===== config.mk =====
export PLATFORM = sky130hd
export DESIGN_NAME = univ_reg
export DESIGN_NICKNAME = d
export VERILOG_FILES = /design/src/rtl/univ_reg.sv
export SDC_FILE = /design/constraint.sdc
export NUM_CORES = 1
export LEC_CHECK = 0
export BUFFER_PORTS_ARGS = -buffer_cell sky130_fd_sc_hd__buf_4
export CAP_MARGIN = 0
export CORE_MARGIN = 2
export CORE_UTILIZATION = 45
export DETAILED_ROUTE_END_ITERATION = 10
export PLACE_DENSITY = 0.69
export SLEW_MARGIN = 20
export SYNTH_ARGS = -nofsm -noshare
export SYNTH_HDL_FRONTEND = slang
export SYNTH_SLANG_ARGS = --single-unit

===== constraint.sdc =====
create_clock -name CLK -period 2.05 [get_ports CLK]
set_input_delay 0.1025 -clock CLK [delete_from_list [all_inputs] [get_ports CLK]]
set_output_delay 0.1025 -clock CLK [all_outputs]
set_load 0.01 [all_outputs]

===== src/rtl/univ_reg.sv =====
// univ_reg: WIDTH-bit universal register with hold, parallel load,
// shift, rotate and up/down count modes, plus a terminal-count flag
// for cascading counters. No handshake: every enabled edge applies
// exactly one operation selected by MODE.
module univ_reg #(
  parameter int                 WIDTH     = 8,
  parameter logic [WIDTH-1:0]   RESET_VAL = '0
) (
  input  logic             CLK,
  input  logic             RESET,
  input  logic             EN,
  input  logic [2:0]       MODE,
  input  logic [WIDTH-1:0] D,
  input  logic             SIN_L,
  input  logic             SIN_R,
  output logic [WIDTH-1:0] Q,
  output logic             SOUT_L,
  output logic             SOUT_R,
  output logic             TC
);

  typedef enum logic [2:0] {
    M_HOLD  = 3'b000,
    M_LOAD  = 3'b001,
    M_SHL   = 3'b010,
    M_SHR   = 3'b011,
    M_ROL   = 3'b100,
    M_ROR   = 3'b101,
    M_UP    = 3'b110,
    M_DOWN  = 3'b111
  } mode_e;

  localparam logic [WIDTH-1:0] ONE = {{(WIDTH-1){1'b0}}, 1'b1};

  logic [WIDTH-1:0] q_next;
  logic             all_ones;
  logic             all_zero;

  assign all_ones = &Q;
  assign all_zero = ~|Q;

  // Next value for each mode; EN=0 degenerates to hold.
  always_comb begin
    q_next = Q;
    if (EN) begin
      case (mode_e'(MODE))
        M_HOLD: q_next = Q;
        M_LOAD: q_next = D;
        M_SHL:  q_next = {Q[WIDTH-2:0], SIN_R};
        M_SHR:  q_next = {SIN_L, Q[WIDTH-1:1]};
        M_ROL:  q_next = {Q[WIDTH-2:0], Q[WIDTH-1]};
        M_ROR:  q_next = {Q[0], Q[WIDTH-1:1]};
        M_UP:   q_next = Q + ONE;
        M_DOWN: q_next = Q - ONE;
        default: q_next = Q;
      endcase
    end
  end

  // State register; reset wins over any enabled operation.
  always_ff @(posedge CLK) begin
    if (RESET) begin
      Q <= RESET_VAL;
    end else begin
      Q <= q_next;
    end
  end

  // Serial outputs and terminal count: TC flags the cycle whose edge
  // wraps the counter, so it can drive the next stage's EN directly.
  always_comb begin
    SOUT_L = Q[WIDTH-1];
    SOUT_R = Q[0];
    TC     = EN & ~RESET &
             (((MODE == M_UP) & all_ones) | ((MODE == M_DOWN) & all_zero));
  end

endmodule


==> Word level (Yosys, flattened, before mapping) <==
Index checks and enable logic that the tools add are counted.
{ "totals": {"output_inout_bits": 11, "inputBits": 16, "word_cells": 23, "ff_bits": 8} }
{ "classes": {"n_addsub": 2, "n_mux": 1, "reduce_logical": 5, "n_eq_ne": 7, "bitwise_logic": 7} }
{ "op_table": {"columns": ["operator", "n"], "rows": [
  ["$pmux W8 S7", 1],
  ["$eq A3 B3 Y1 const B", 4],
  ["$add A8 B1 Y8 const B", 1],
  ["$reduce_and A8 Y1", 1],
  ["$reduce_or A8 Y1", 1],
  ["$sub A8 B1 Y8 const B", 1],
  ["$eq A3 B2 Y1 const B", 2],
  ["$and A1 B1 Y1", 4],
  ["$eq A3 B1 Y1 const B", 1],
  ["$logic_not A3 Y1", 1],
  ["$not A1 Y1", 2],
  ["$reduce_and A2 Y1", 1],
  ["$logic_not A1 Y1", 1],
  ["$or A1 B1 Y1", 1]
]} }

==> Longest topological paths before layout <==
{ "depth": {"word_depth": 5, "mapped_depth": 9, "ltp_nobuf": 8} }

==> Least setup slack after synthesis <==
No wires, ideal clock.
{ "synth_path": {"path_type": "reg-to-reg", "start": "register Q[1]", "end": "register Q[6]", "period_less_slack_ns": 1.795, "setup_time_ns": 0.062, "path_stages_with_launch": 9, "required_ns": 1.988, "path_buffers": 1, "t_arrival_ns": 1.733, "slack_ns": 0.255, "path_cell_list": "dfxtp_1 -> buf_2 -> xnor2_1 -> ha_1 -> nand3_1 -> nor2_1 -> a31oi_1 -> or4_1 -> nand3_1"} }
{ "synth_between": {"elab_chain_cells": 2, "elab_cells_between_ends": 3, "cone_classes": "add/sub: 2; mux: 1"} }
{ "synth_lines": {"columns": ["item", "line", "text"], "rows": [
  ["start, declared", "16", "output logic [WIDTH-1:0] Q,"],
  ["start signal, assigned", "65", "Q <= q_next;"],
  ["$sub A8 B1 Y8 / $add A8 B1 Y8 (equally long branches)", "54, 53", null],
  ["$pmux W8 S7 *", "46", "case (mode_e'(MODE))"]
]} }
Mark *: on every way between the ends. The rest lies on a longest branch, timed or not.
A chain may end at the register's enable or synchronous reset.

==> Worst setup path in the final report <==
{ "layout_path": {"start": "register Q[2]", "end": "output TC"} }
{ "layout_between": {"elab_chain_cells": 5, "elab_cells_between_ends": 7, "cone_classes": "bitwise: 4; reduce/logical: 3"} }
{ "layout_lines": {"columns": ["item", "line", "text"], "rows": [
  ["$reduce_or A8 Y1", "40", "assign all_zero = ~|Q;"],
  ["$logic_not A1 Y1", "40", null],
  ["$and A1 B1 Y1", "75", "(((MODE == M_UP) & all_ones) | ((MODE == M_DOWN) & all_zero));"],
  ["$or A1 B1 Y1 *", "75", null],
  ["$and A1 B1 Y1 *", "74", "TC = EN & ~RESET &"],
  ["end, declared", "19", "output logic TC"]
]} }
Marked as above.

==> flow_summary.toml <==
[status]
status = "finished clean"

[pwr]
irDropWorstVdd_mv = 0.242
p_per_area_nw_per_um2 = 474
leakagePower_nw = 0.486
report.power.total_uw = 568

[synth]
synth-seq-cells = 8
synth-seq-area-share = 0.158
ys_async_sr_fraction = 0
synth.top_cell.area_share = 0.158
netlist_area_um2 = 1010
ys_types = 46
synthCells = 140
syn-num-nets = 157
yosys-top-cells-count = "nor2_1, dfxtp_1, a211oi_1, a21oi_1, nand2_1"
yosysMostFrequentCell = "nor2_1"
yosys_warnings = 0
syn_area_per_cell_um2 = 7.24
synth_top_area_cell = "dfxtp_1"
synth_flop_cell = "dfxtp_1"
synth_edf_count = 0
synth.area.top_cells = "dfxtp_1, nor2_1, mux2i_1"

[worst_setup_path]
timing.rr.end = "Q[6]"
cpPeakStageDelay_ps = 440
r2r-start = "Q[1]"
cp_slowest_cell = "dfxtp_1"
worstRegToRegCells = 7
critPathArrivalTime_ps = 1730
cp-start-kind = "register"
critical_path_class = "reg -> out"
cp_num_buf_inv = 1
cp_top_family = "simple AND/OR/NAND/NOR gates"
end_kind = "primary output"
rrSetupSlack_ps = 250
cp_max_fo = 13
crit_path_cell_trace = "nor4_2 > and3_1 > nor2b_1 > a41oi_1 > nor2_1 > buf_4"
startpoint = "Q[2]"
required_ps = 1950

[cells_and_area]
regMostFlops = "Q"
drive_gt1_frac = 0.270
diodes = 0
largestRegisters = "Q x8"
num-fill-cells = 209
utilization = 0.553
fin_cells = 187
fin_nets = 178
area_delta_synth_final_pct = 18.4
largest_reg_flops = 8

[timing]
clock_skew_ps = 0.726
period_share = 0.896
rsz0062_at_grt = "false"
hold_viol_final = 0
holdWs_ps = 92.8
slew_headroom = 0.623
slew_viol_final = 0
setup_violations = 0
worstMarginPinSlew_ps = 565
fmax_mhz = 544
period_needed_ps = 1840
finalSetupTns_ps = 0

[drt]
vias = 1158
drcViolationCount = 0
drtIter0Drc = 45
wl_um = 2920
viasPerCell = 6.19
first_pass_iters = 4
drt-wirelength-per-cell_um = 15.6
final_antenna_net_count = 0

[clock_tree]
clock_latency_ps = 260
h-tree-depth = 1
cts_setup_buffers = 0
ctsHoldBuffers = 0
clock-sinks = 8
clk_pin_slew_ps = 60
clock-root-buffer = "clkbuf_4"
cts_buffer_depth = 2
cts_tree = "built"
tritoncts.num_buffers = 3
cts-resized-gates = 0

[grt]
grt_pass1_wl_um = 4770
grt_max_degree = 26
grt_use_total = 0.241
grt-ovfl-total = 0
grt_pass1_vias = 1045
antenna_found_initial = 0

[placed_design]
placedCellCount = 184
dpl.hpwl_um = 2010
io_buffers = 26
routabilityCongestion = 0.896

[job]
drv_cap = 0

[floorplan]
start_util = 0.467
die_h_um = 51.5
fp-row-count = 17
dieArea_um2 = 2650
core_area_um2 = 2170
io_pins = 27
die_w_um = 51.5

[hold_path]
hp-class = "in -> reg"
min_path_cells = 2
holdPathEnd = "Q[1]"
hp-start = "RESET"
## worst max path at each step
| stage | endpoint | cells after the start | slack, ps |
|---|---|---|---|
| global route | TC | 6 | 10 |
| finish | TC | 6 | 210 |
| floorplan | Q[6] | 8 | 260 |
| CTS | TC | 6 | 240 |
| detailed placement | Q[6] | 7 | 300 |
| global placement | Q[6] | 7 | 330 |
## layer usage
| metal | track usage | part of all wire | vias to the layer above |
|---|---|---|---|
| met5 | 0 | 0 | - |
| met4 | 0.101 | 0.017 | 0 |
| met3 | 0.0292 | 0.086 | 4 |
| met2 | 0.385 | 0.47 | 57 |
| met1 | 0.326 | 0.43 | 532 |
| li1 | - | - | 565 |
## per-stage QoR
step / area [um2] / worst slack, ps
2_1_floorplan: 1010 / 255
6_report: 1200 / 213
5_1_grt: 1200 / 13.7
3_3_place_gp: 1180 / 333
3_5_place_dp: 1180 / 298
4_1_cts: 1200 / 237
## power breakdown
group	total, mW	internal, mW	switching, mW
clock network	0.135	0.0679	0.0675
logic	0.231	0.113	0.118
registers	0.202	0.169	0.0331
## area by class of cell
| cell class | instances | area [um2] | share of cell area |
|---|---|---|---|
| sequential | 8 | 160 | 0.133 |
| clock buffer | 3 | 22.5 | 0.0188 |
| tap | 28 | 35.0 | 0.0292 |
| timing repair buffer | 33 | 248 | 0.206 |
| inverter | 4 | 15.0 | 0.0125 |
| multi-input combinational | 111 | 719 | 0.600 |
## cells by family (layout without fill, tap and decap cells)
group / after synthesis / in the layout / synth area share
AO/OA/AOI/OAI: 43 / 43 / 0.299
XOR/XNOR: 3 / 3 / 0.0259
adder cells (fa/ha/maj): 2 / 2 / 0.0222
buffers and inverters: 21 / 40 / 0.132
flip-flops: 8 / 8 / 0.158
multiplexers: 6 / 6 / 0.0593
AND/OR/NAND/NOR: 57 / 57 / 0.304
## worst register-to-register path: stages (launching register included)
cell,delay [ps]
dfxtp_1,450
xnor2_1,160
ha_1,280
nand3_1,120
nor2_1,120
a31oi_1,110
or4_1,410
nand3_1,90
## cell usage in the layout, fill, tap and decap left out, types with 3 or more instances in the layout
| cell | instances |
|---|---|
| a211oi_1 | 7 |
| a21oi_1 | 7 |
| a31oi_1 | 3 |
| buf_4 | 33 |
| clkbuf_4 | 3 |
| dfxtp_1 | 8 |
| inv_1 | 4 |
| mux2i_1 | 6 |
| nand2_1 | 7 |
| nand2b_1 | 3 |
| nand3_1 | 6 |
| nor2_1 | 17 |
| nor3_1 | 6 |
| nor4_1 | 5 |
| o21ai_0 | 5 |
| o22ai_1 | 3 |
| xnor2_1 | 3 |
Note: power is estimated with default switching activity, not from simulation.
